### config.mk
export PLATFORM = sky130hd
export DESIGN_NAME = sensor_stack_downlink_arbiter
export DESIGN_NICKNAME = d
export VERILOG_FILES = /design/src/rtl/sensor_stack_downlink_arbiter.sv
export SDC_FILE = /design/constraint.sdc
export NUM_CORES = 1
export LEC_CHECK = 0
export CAP_MARGIN = 15
export CORE_MARGIN = 2
export CORE_UTILIZATION = 40
export DETAILED_ROUTE_END_ITERATION = 12
export MAX_ROUTING_LAYER = met4
export PLACE_DENSITY = 0.7
export SLEW_MARGIN = 20
export SYNTH_ARGS = -nofsm -noshare
export SYNTH_HDL_FRONTEND = slang
export SYNTH_SLANG_ARGS = --single-unit
### constraint.sdc
create_clock -name CLK -period 3.31 [get_ports CLK]
set_input_delay 0.4965 -clock CLK [delete_from_list [all_inputs] [get_ports CLK]]
set_output_delay 0.4965 -clock CLK [all_outputs]
set_load 0.02 [all_outputs]
### src/rtl/sensor_stack_downlink_arbiter.sv
// Arbitrates the Geiger and magnetometer stacks onto one byte-wide downlink.
// Each source debounces new stacks into a one-deep pending buffer; the winner is serialized LSB byte first.

module ssda_stack_detect #(
  parameter int W             = 80,
  parameter int STABLE_CYCLES = 2
) (
  input  logic         clk,
  input  logic         rst_n,
  input  logic [W-1:0] stack,
  input  logic         clr,
  output logic         pend,
  output logic [W-1:0] pbuf,
  output logic [7:0]   drop_cnt
);
  localparam int RW = (STABLE_CYCLES < 1) ? 1 : $clog2(STABLE_CYCLES + 1);
  localparam logic [RW-1:0] RMAX = RW'(STABLE_CYCLES);

  logic [W-1:0]  samp_q, samp_d, shadow_q, shadow_d, buf_q, buf_d;
  logic [RW-1:0] run_q, run_d;
  logic          pend_q, pend_d, accept, drop;
  logic [7:0]    cnt_q, cnt_d;

  always_comb begin
    samp_d = stack;
    // run length counts the incoming sample; saturates once stable enough
    if (stack == samp_q) run_d = (run_q == RMAX) ? run_q : run_q + 1'b1;
    else                 run_d = RW'(1);
    accept   = (run_d >= RMAX) && (|stack) && (stack != shadow_q);
    shadow_d = accept ? stack : shadow_q;
    buf_d    = accept ? stack : buf_q;
    // a same-cycle load of this source consumes the old flag, so no drop
    drop     = accept && pend_q && !clr;
    pend_d   = accept || (pend_q && !clr);
    cnt_d    = (drop && cnt_q != 8'hFF) ? cnt_q + 8'd1 : cnt_q;
  end

  always_ff @(posedge clk or negedge rst_n) begin
    if (!rst_n) begin
      samp_q   <= '0;
      shadow_q <= '0;
      buf_q    <= '0;
      run_q    <= '0;
      pend_q   <= 1'b0;
      cnt_q    <= '0;
    end else begin
      samp_q   <= samp_d;
      shadow_q <= shadow_d;
      buf_q    <= buf_d;
      run_q    <= run_d;
      pend_q   <= pend_d;
      cnt_q    <= cnt_d;
    end
  end

  assign pend     = pend_q;
  assign pbuf     = buf_q;
  assign drop_cnt = cnt_q;
endmodule

module sensor_stack_downlink_arbiter #(
  parameter int N_BYTES       = 10,
  parameter int STABLE_CYCLES = 2,
  parameter int GAP_CYCLES    = 4,
  parameter bit G_PRIORITY    = 1'b1
) (
  input  logic                 CLK,
  input  logic                 RESET,
  input  logic                 ENABLE,
  input  logic [8*N_BYTES-1:0] G_DATA_STACK,
  input  logic [8*N_BYTES-1:0] M_DATA_STACK,
  output logic [7:0]           TX_DATA,
  output logic                 TX_VALID,
  input  logic                 TX_READY,
  output logic                 SRC_SEL,
  output logic                 BUSY,
  output logic                 PKT_DONE,
  output logic [7:0]           G_DROP_CNT,
  output logic [7:0]           M_DROP_CNT
);
  localparam int W     = 8 * N_BYTES;
  localparam int IW    = (N_BYTES < 2) ? 1 : $clog2(N_BYTES);
  localparam int GW    = (GAP_CYCLES < 2) ? 1 : $clog2(GAP_CYCLES);
  localparam int GLAST = (GAP_CYCLES > 0) ? GAP_CYCLES - 1 : 0;

  typedef enum logic [1:0] {IDLE, LOAD, SEND, GAP} state_t;

  logic [1:0][W-1:0] stacks, bufs;
  logic [1:0][7:0]   drops;
  logic [1:0]        pend, clr;

  assign stacks = {M_DATA_STACK, G_DATA_STACK};

  for (genvar s = 0; s < 2; s++) begin : g_src
    ssda_stack_detect #(.W(W), .STABLE_CYCLES(STABLE_CYCLES)) u_det (
      .clk(CLK), .rst_n(RESET), .stack(stacks[s]), .clr(clr[s]),
      .pend(pend[s]), .pbuf(bufs[s]), .drop_cnt(drops[s])
    );
  end

  state_t        state_q, state_d;
  logic          win_q, win_d, last_q, last_d, src_q, src_d, win_c, done;
  logic [W-1:0]  sreg_q, sreg_d;
  logic [IW-1:0] idx_q, idx_d;
  logic [GW-1:0] gap_q, gap_d;

  always_comb begin
    state_d = state_q;
    win_d   = win_q;
    last_d  = last_q;
    src_d   = src_q;
    sreg_d  = sreg_q;
    idx_d   = idx_q;
    gap_d   = gap_q;
    clr     = '0;
    done    = 1'b0;
    // 0 = Geiger, 1 = mag; round-robin ties favour whoever was not served last
    if (pend[0] && !pend[1])      win_c = 1'b0;
    else if (!pend[0] && pend[1]) win_c = 1'b1;
    else                          win_c = G_PRIORITY ? 1'b0 : ~last_q;
    case (state_q)
      IDLE: if (ENABLE && (|pend)) begin
        win_d   = win_c;
        state_d = LOAD;
      end
      LOAD: begin
        sreg_d     = bufs[win_q];
        clr[win_q] = 1'b1;
        src_d      = win_q;
        last_d     = win_q;
        idx_d      = '0;
        state_d    = SEND;
      end
      SEND: if (TX_READY) begin
        sreg_d = sreg_q >> 8;
        if (idx_q == IW'(N_BYTES - 1)) begin
          done    = 1'b1;
          gap_d   = '0;
          state_d = (GAP_CYCLES == 0) ? IDLE : GAP;
        end else begin
          idx_d = idx_q + 1'b1;
        end
      end
      GAP: if (gap_q == GW'(GLAST)) state_d = IDLE;
           else                     gap_d   = gap_q + 1'b1;
      default: state_d = IDLE;
    endcase
  end

  always_ff @(posedge CLK or negedge RESET) begin
    if (!RESET) begin
      state_q <= IDLE;
      win_q   <= 1'b0;
      last_q  <= 1'b1;
      src_q   <= 1'b0;
      sreg_q  <= '0;
      idx_q   <= '0;
      gap_q   <= '0;
    end else begin
      state_q <= state_d;
      win_q   <= win_d;
      last_q  <= last_d;
      src_q   <= src_d;
      sreg_q  <= sreg_d;
      idx_q   <= idx_d;
      gap_q   <= gap_d;
    end
  end

  assign TX_VALID   = (state_q == SEND);
  assign TX_DATA    = TX_VALID ? sreg_q[7:0] : 8'h00;
  assign PKT_DONE   = done;
  assign BUSY       = (state_q != IDLE);
  assign SRC_SEL    = src_q;
  assign G_DROP_CNT = drops[0];
  assign M_DROP_CNT = drops[1];
endmodule

==> impl_metrics.yaml <==
global_routing:
  track_usage: 0.260
  grtUsageMet3: 0.0317
  grt_pass1_wl_um: 98900
  grt_pass1_vias: 16000
  met1_usage: 0.349
  use_met2: 0.397
  overflow: 0
  grt_max_degree: 136
  antenna_found_initial: 0
  grt_busiest_layer: "met2"
die:
  initial_core_util: 0.403
  die-area_mm2: 0.0522
  core_area_mm2: 0.0500
  pin_count: 192
  rows: 82
  die_y_um: 228
  die_w_um: 228
drt:
  dr.pass1.iters: 5
  antenna_left: 0
  vias_per_cell: 5.48
  drcViolationCount: 0
  vias: 15500
  totalWireLength_um: 65500
  wl_per_cell_um: 23.2
  initialDrtViolationCount: 1469
synthesis:
  synth_fp_nets: 1873
  synth.cell_area_mm2: 0.0201
  netlist_instances: 1698
  yosysWarnings: 0
  synthAdderAreaFrac: 0.00683
  synth-simple-area-share: 0.125
  ys_types: 40
  syn_area_per_cell_um2: 11.9
  synth_ff_type: "dfrtp_1"
  synth_seq_area_share: 0.537
  synth_top_family_by_area: "XOR/XNOR gates"
  synthMuxAreaShare: 0.109
  synth_async_sr_flop_share: 1.00
  synth-xor-area-share: 0.147
  netlist.area_leader.share: 0.537
  synthTopCellsByArea: "dfrtp_1, mux2_2, xnor2_1"
  yosysTopAreaCell: "dfrtp_1"
  synth-edff-count: 0
  ys_ff_latch: 432
  synth_compound_gate_area_share: 0.0580
pwr:
  switchingPower_mw: 4.35
  p_clk_frac: 0.372
  leakagePower_nw: 11.6
  seqPwrFrac: 0.416
  comb_power_share: 0.212
  internal_power_mw: 10.6
  ir_drop_uv: 402
  p_per_area_mw_per_mm2: 568
  total_power_mw: 14.9
  power.share.switching: 0.292
clock_network:
  numCtsBuffers: 48
  cts_tree: "done"
  clk_pin_slew_ps: 60
  cts_root_buffer: "clkbuf_16"
  clk_path_buf_depth: 3
  cts_sinks: 432
  hold_buffers: 1
  clk-insertion-delay-late_ps: 590
  post_cts_buffers: 0
  cts_max_level: 2
  ctsResizeCount: 0
timing:
  holdWs_ps: 434
  relSlewSlack: 0.293
  skew_ps: 26.5
  max_freq_mhz: 324
  setup_viol: 0
  rsz0062_at_grt: "no"
  slew_viol_final: 0
  tightest_slew_ps: 1060
  fin_crit_ps: 3080
  fin_crit_sh: 0.932
  hold_violations: 0
  tns_ps: 0
placed_design:
  placedCellCount: 2737
  globalplace.congestion: 0.996
  hpwl_um: 50600
  port_buffers: 191
layout:
  antenna_cells: 0
  area_delta_synth_final_pct: 30.5
  finalNetCount: 2291
  instances_no_fill: 2825
  final_layout_size_suffix_gt1_frac: 0.234
  final_cell_mix: "dfrtp_1, buf_4, clkdlybuf4s50_1"
  layout_commonest_cell: "dfrtp_1"
setup_path:
  crit_type: "in2reg"
  rr_endpoint: "g_src[1].u_det.shadow_q[10]"
  crit_fanout: 24
  r2r_slack_ps: 260
  endpoint_kind: "flip-flop"
  r2r_start: "g_src[1].u_det.samp_q[60]"
  reg2reg_depth: 8
  required_ps: 3780
  startpoint_type: "primary input"
  cp.arrival_ps: 3550
job:
  max_cap_violations: 0
worst_hold_path:
  hold_depth: 1
  hold_path.class: "in2reg"
  min_to: "g_src[0].u_det.samp_q[27]"
  min_from: "G_DATA_STACK[27]"
run_status:
  status: "finished clean"
## routing by layer
layer,wire (um),up-vias
li1,-,6914
met1,28300,7839
met2,30000,614
met3,4040,125
met4,3220,0
met5,0,-
## cell type report
type	count	area, um^2
Inverter	12	45.0
Multi-Input combinational cell	1184	9010
Sequential cell	432	10800
Fill cell	4307	23700
Clock inverter	18	211
Timing Repair Buffer	438	3920
Clock buffer	69	1430
Tap cell	672	841
## sequential cells by signal, indices dropped and copies added, names as in the netlist
signal                flops
sreg_q                   80
g_src.u_det.shadow_q    160
gap_q                     2
g_src.u_det.drop_cnt     16
g_src.u_det.pend          2
SRC_SEL                   1
g_src.u_det.samp_q      160
win_q                     1
idx_q                     4
g_src.u_det.run_q         4
state_q                   2
## worst max-delay path, cell delays in order
cell and delay (ps):
clkdlybuf4s50_1 480, xnor2_1 310, nand4_1 130, nor4_1 280, buf_4 170, o211ai_1 140
a211oi_4 900, buf_12 270, mux2_2 360
## cell families (layout without fill, tap and decap cells)
kind of cell,Yosys count,after routing
fa+ha+maj,11,11
simple gates,472,472
flops,432,432
xor+xnor,337,337
mux,189,189
compound gates,175,175
buf+inv,82,537
## worst max path at each step
| stage | endpoint | from | slack (ps) |
|---|---|---|---|
| 4_1_cts | g_src[1].u_det.shadow_q[25] | M_DATA_STACK[60] | 270 |
| 2_1_floorplan | g_src[0].u_det.shadow_q[54] | G_DATA_STACK[14] | 560 |
| 3_3_place_gp | g_src[1].u_det.shadow_q[25] | M_DATA_STACK[60] | -400 |
| 5_1_grt | g_src[1].u_det.shadow_q[10] | M_DATA_STACK[60] | 50 |
| 3_5_place_dp | g_src[1].u_det.shadow_q[25] | M_DATA_STACK[60] | -330 |
| 6_report | g_src[1].u_det.shadow_q[10] | M_DATA_STACK[60] | 230 |
## cell usage after synthesis (all sizes together) (3+ instances only)
| cell type | n |
|---|---|
| a211oi | 66 |
| a21oi | 9 |
| a22o | 4 |
| a31oi | 67 |
| and2 | 10 |
| and3 | 9 |
| buf | 25 |
| clkbuf | 45 |
| dfrtp | 432 |
| ha | 11 |
| inv | 12 |
| mux2 | 172 |
| mux2i | 17 |
| nand2 | 155 |
| nand3 | 5 |
| nand3b | 3 |
| nand4 | 88 |
| nor2 | 24 |
| nor2b | 65 |
| nor3 | 3 |
| nor4 | 98 |
| nor4b | 4 |
| o211ai | 3 |
| o21ai | 21 |
| or4 | 6 |
| xnor2 | 180 |
| xor2 | 157 |
## through the flow
stage / cell area [um^2] / util / setup WS (ps)
CTS: 26300 / 0.526 / 267
finish: 26300 / 0.526 / 227
global placement: 24600 / 0.493 / -396
global route: 26300 / 0.526 / 45.2
floorplan: 20100 / - / 564
detailed placement: 24600 / 0.493 / -331
## power groups by stage
stage               Combinational, mW  Clock, mW  Sequential [mW]
detailed placement               3.14          0             6.29
global route                     3.47       5.84             6.26
finish                           3.17       5.55             6.21
CTS                              3.17       5.61             6.20
floorplan                        1.78          0             6.17
global placement                 3.06          0             6.27
Note: power is estimated with default switching activity, not from simulation.
